===== src/rtl/bitvert_pkg.sv =====
// Shared types and constants for the BitVert bit-plane dot-product datapath.
package bitvert_pkg;

    localparam int unsigned ACT_WIDTH  = 8;
    localparam int unsigned VEC_LENGTH = 8;
    localparam int unsigned W_BITS     = 8;
    localparam int unsigned NUM_SLOT   = 4;
    localparam int unsigned ACC_WIDTH  = 20;
    localparam int unsigned SEL_WIDTH  = 3;
    localparam int unsigned CNT_WIDTH  = $clog2(W_BITS);

    typedef logic signed [ACT_WIDTH-1:0] act_t;
    typedef logic        [SEL_WIDTH-1:0] sel_t;
    typedef logic signed [ACC_WIDTH-1:0] acc_t;

    typedef enum logic {
        IDLE,
        RUN
    } state_t;

endpackage


===== src/rtl/bitvert_plane_sum.sv =====
// Combinational partial sum of one bit plane: slot mux, adder tree and
// inverted-plane recovery (total minus selected).
module bitvert_plane_sum
    import bitvert_pkg::*;
(
    input  logic [VEC_LENGTH*ACT_WIDTH-1:0] act,
    input  logic [NUM_SLOT*SEL_WIDTH-1:0]   sel,
    input  logic [NUM_SLOT-1:0]             val,
    input  logic                            skip_bit_1,
    output logic [ACC_WIDTH-1:0]            p_c
);

    act_t act_arr [VEC_LENGTH];
    acc_t sel_sum;
    acc_t tot_sum;

    always_comb begin
        for (int i = 0; i < int'(VEC_LENGTH); i++) begin
            act_arr[i] = act_t'(act[i*ACT_WIDTH +: ACT_WIDTH]);
        end
    end

    // Sum of selected slots and sum of every activation
    always_comb begin
        sel_sum = '0;
        tot_sum = '0;
        for (int i = 0; i < int'(VEC_LENGTH); i++) begin
            tot_sum = tot_sum + acc_t'(act_arr[i]);
        end
        for (int k = 0; k < int'(NUM_SLOT); k++) begin
            if (val[k]) begin
                sel_sum = sel_sum + acc_t'(act_arr[sel_t'(sel[k*SEL_WIDTH +: SEL_WIDTH])]);
            end
        end
    end

    assign p_c = skip_bit_1 ? (tot_sum - sel_sum) : sel_sum;

endmodule


===== src/rtl/bitvert_pe_accum.sv =====
// BitVert PE accumulator: consumes MSB-first bit-plane schedules and
// shift-accumulates a signed 8-element dot product.
module bitvert_pe_accum
    import bitvert_pkg::*;
(
    input  logic                            clk,
    input  logic                            reset,
    input  logic                            start,
    input  logic [VEC_LENGTH*ACT_WIDTH-1:0] act_in,
    input  logic                            plane_vld,
    input  logic [NUM_SLOT*SEL_WIDTH-1:0]   sel,
    input  logic [NUM_SLOT-1:0]             val,
    input  logic                            skip_bit_1,
    output logic                            busy,
    output logic [ACC_WIDTH-1:0]            result,
    output logic                            out_valid
);

    localparam logic [CNT_WIDTH-1:0] CNT_TOP = CNT_WIDTH'(W_BITS - 1);

    state_t                          state_q,     state_d;
    logic [CNT_WIDTH-1:0]            cnt_q,       cnt_d;
    acc_t                            acc_q,       acc_d;
    logic [VEC_LENGTH*ACT_WIDTH-1:0] act_q,       act_d;
    logic [ACC_WIDTH-1:0]            result_q,    result_d;
    logic                            out_valid_q, out_valid_d;
    logic                            busy_q,      busy_d;
    acc_t                            plane_p;

    bitvert_plane_sum u_plane_sum (
        .act        (act_q),
        .sel        (sel),
        .val        (val),
        .skip_bit_1 (skip_bit_1),
        .p_c        (plane_p)
    );

    always_ff @(posedge clk or posedge reset) begin
        if (reset) begin
            state_q     <= IDLE;
            cnt_q       <= CNT_TOP;
            acc_q       <= '0;
            act_q       <= '0;
            result_q    <= '0;
            out_valid_q <= 1'b0;
            busy_q      <= 1'b0;
        end else begin
            state_q     <= state_d;
            cnt_q       <= cnt_d;
            acc_q       <= acc_d;
            act_q       <= act_d;
            result_q    <= result_d;
            out_valid_q <= out_valid_d;
            busy_q      <= busy_d;
        end
    end

    // Next state: the sign plane seeds the accumulator negated, later planes shift in
    always_comb begin
        state_d     = state_q;
        cnt_d       = cnt_q;
        acc_d       = acc_q;
        act_d       = act_q;
        result_d    = result_q;
        out_valid_d = 1'b0;
        busy_d      = busy_q;
        case (state_q)
            IDLE: begin
                if (start) begin
                    act_d   = act_in;
                    acc_d   = '0;
                    cnt_d   = CNT_TOP;
                    state_d = RUN;
                    busy_d  = 1'b1;
                end
            end
            RUN: begin
                if (plane_vld) begin
                    if (cnt_q == CNT_TOP) begin
                        acc_d = -plane_p;
                    end else begin
                        acc_d = (acc_q <<< 1) + plane_p;
                    end
                    if (cnt_q == '0) begin
                        state_d     = IDLE;
                        busy_d      = 1'b0;
                        out_valid_d = 1'b1;
                        result_d    = acc_d;
                    end else begin
                        cnt_d = cnt_q - CNT_WIDTH'(1);
                    end
                end
            end
            default: begin
                state_d = IDLE;
                busy_d  = 1'b0;
            end
        endcase
    end

    assign busy      = busy_q;
    assign result    = result_q;
    assign out_valid = out_valid_q;

endmodule

===== config.mk =====
export PLATFORM = sky130hd
export DESIGN_NAME = bitvert_pe_accum
export DESIGN_NICKNAME = d
export VERILOG_FILES = /design/src/rtl/bitvert_pkg.sv /design/src/rtl/bitvert_plane_sum.sv /design/src/rtl/bitvert_pe_accum.sv
export SDC_FILE = /design/constraint.sdc
export NUM_CORES = 1
export LEC_CHECK = 0
export ABC_CLOCK_PERIOD_IN_PS = 12400
export CORE_MARGIN = 4
export CORE_UTILIZATION = 55
export CTS_CLUSTER_DIAMETER = 100
export DETAILED_ROUTE_END_ITERATION = 8
export PLACE_DENSITY_LB_ADDON = 0.12
export REMOVE_ABC_BUFFERS = 1
export SLEW_MARGIN = 25
export SYNTH_ARGS = -nofsm -noshare
export SYNTH_HDL_FRONTEND = slang
export SYNTH_SLANG_ARGS = --single-unit
export TNS_END_PERCENT = 50

===== constraint.sdc =====
create_clock -name clk -period 12.4 [get_ports clk]
set_clock_uncertainty 0.15 [all_clocks]
set_input_delay 2.48 -clock clk [delete_from_list [all_inputs] [get_ports clk]]
set_output_delay 2.48 -clock clk [all_outputs]
set_load 0.02 [all_outputs]

==> impl_metrics.json <==
{
  "chipWidth_um": 169,
  "synth_cell_types": 99,
  "ys_seq_area_frac": 0.191,
  "crit_fanout": 6,
  "max_stage_delay_ns": 0.54,
  "worstSkewPairLatency_ns": 0.38,
  "r2r_start": "act_q[56]",
  "rows": 58,
  "min_period_ns": 13.29,
  "ys_top_cells_by_area": "dfrtp_1 (19%), fa_1 (13%), ha_1 (8.6%), mux4_2 (8.0%), nand2_1 (7.4%)",
  "ys_ff_latch": 109,
  "grt-ovfl-total": 0,
  "synth_area_mm2": 0.0143,
  "final-setup-viol-count": 20,
  "drc_errors": 0,
  "hold_end": "result[6]",
  "synthCells": 1585,
  "final_common_cell": "buf_4",
  "port_buffers": 106,
  "slowest_stage": "fa_1",
  "die-area_mm2": 0.0286,
  "max_cap_violations": 0,
  "cpMostUsedCell": "fa_1",
  "grt_antenna_before_repair": 0,
  "die_h_um": 169,
  "status": "finished with violations",
  "htreeDepth": 3,
  "post-place-ws_ns": -2.32,
  "max_slew.worst_pin.slew_ns": 1.09,
  "required_ns": 12.52,
  "avgRoutedWirePerCell_um": 21.7,
  "slew_headroom": 0.271,
  "final_cell_mix": "buf_4 (381), nand2_1 (273), dfrtp_1 (106)",
  "finalWirelength_um": 51800,
  "grt_max_degree": 75,
  "ff2ff_path_depth": 53,
  "core_mm2": 0.0253,
  "synth_top_area_share": 0.186,
  "synth_flop_cell": "dfrtp_1",
  "first_global_vias": 14700,
  "start_util": 0.564,
  "ant_nets": 0,
  "dp.cells": 2286,
  "ff2ff_setup_slack_ns": 0.82,
  "violations": "negative setup slack",
  "first_iter_violations": 1265,
  "hpwlAfterDp_um": 37100,
  "track_usage": 0.339,
  "crit_type": "in -> reg",
  "grt_pass1_wl_um": 77000,
  "async_flop_share": 1.00,
  "start_kind": "input port",
  "holdPathStages": 2,
  "vias": 14800,
  "hold_path.class": "reg -> reg",
  "max_freq_mhz": 75.2,
  "synth-edff-count": 0,
  "design.portCount": 107,
  "first_pass_iters": 7,
  "clkSinkCount": 109,
  "cts.root.buffer_cell": "clkbuf_16",
  "utilization": 0.807,
  "period_share": 1.07,
  "crit_arrival_ns": 13.41,
  "cts_hold_buf": 0,
  "synth_area_leader_cell": "dfrtp_1",
  "cts_tree": "yes",
  "finalHoldViolations": 0,
  "worstHoldStart": "result[6]",
  "cts_made_buffers": 9,
  "instances_no_fill": 2387,
  "cts.clk_slew.worst_paths_ns": 0.09,
  "reg2reg_to": "result[19]",
  "clockBufferDepth": 2,
  "avgSynthCellArea_um2": 9.01,
  "routed_via_density": 6.22,
  "drive_above_1_share": 0.369,
  "endpoint_kind": "flip-flop",
  "rsz0062_at_grt": "true",
  "area_delta_synth_final_pct": 43.2,
  "final.setup.worst_slack_ns": -0.890,
  "gp_congestion": 1.00,
  "synth_warnings": 0,
  "nets": 2330,
  "final_max_slew_viol_count": 0
}
[registers in the layout, indices dropped and copies added (netlist names)]
register   count
busy           1
cnt_q          3
act_q         64
out_valid      1
acc_q         19
result        20
state_q        1
[routing by layer]
layer / part of all wire / track usage / routed length (µm)
met1: 0.40 / 0.454 / 20600
met2: 0.46 / 0.537 / 23900
met3: 0.099 / 0.0943 / 5120
met4: 0.044 / 0.118 / 2260
met5: 0 / 0 / 0
[stage by stage]
step                      instance area [µm²]  hold WS, ns  setup TNS, ns
after floorplan                         13900        0.295          -6.98
after global placement                  18000        0.304         -40.25
after detailed placement                18000        0.324         -42.30
after CTS                               19300        0.345          -5.45
after global routing                    20400        0.361         -16.69
final                                   20400        0.336          -9.30
[worst max-delay path: cells and delay by family]
family | cells | cell delay [ns]
buffers and inverters | 6 | 0.63
adders and majority gates | 11 | 4.19
AOI/OAI and AO/OA | 19 | 3.40
and+or+nand+nor | 14 | 1.38
muxes | 4 | 1.29
[how the worst max path moves through the flow]
stage	from	to	slack (ns)	cells past startpoint
final	sel[1]	result[19]	-0.89	54
after detailed placement	sel[1]	result[19]	-2.32	51
after floorplan	sel[4]	acc_q[18]	-0.81	44
after CTS	sel[4]	result[19]	-0.78	48
after global placement	sel[1]	result[19]	-2.17	50
after global routing	sel[1]	result[19]	-1.16	53
[final cells by class]
type                       count  area (µm²)
multi-input combinational   1318       12200
fill                        1597        4880
clock buffer                  10         239
antenna                        1        2.50
inverter                      87         329
timing repair buffer         526        4410
tap                          330         413
clock inverter                 6        83.8
sequential                   109        2730
[repair_timing]
item	CTS	global route
setup endpoints to repair	27	24
pin swaps	104	124
buffers inserted	40	52
resized for setup	169	190
[Yosys cell counts, types with 17 or more instances]
library cell / count
fa_1: 96
nor3_1: 25
o21ai_0: 104
nand2_1: 282
a21o_1: 33
o21a_1: 17
mux2i_1: 30
nand3_1: 28
mux2_2: 35
inv_1: 84
xnor2_1: 42
nor2_1: 90
clkbuf_1: 49
xor2_1: 32
ha_1: 98
mux4_2: 51
a21oi_1: 72
dfrtp_1: 106
[kinds of logic (layout without fill, tap and decap cells)]
| group | count (synthesis) | after routing | synth area share |
|---|---|---|---|
| xor+xnor | 74 | 74 | 0.0454 |
| other cells | 0 | 1 | 0 |
| flops | 109 | 109 | 0.191 |
| mux | 122 | 122 | 0.140 |
| compound gates | 384 | 384 | 0.180 |
| buf+inv | 158 | 629 | 0.0470 |
| fa+ha+maj | 194 | 194 | 0.221 |
| simple gates | 544 | 544 | 0.176 |
Power is left out: the tool's default activity adds up to more than one toggle a clock period on the data nets, which glitch-free logic cannot reach.
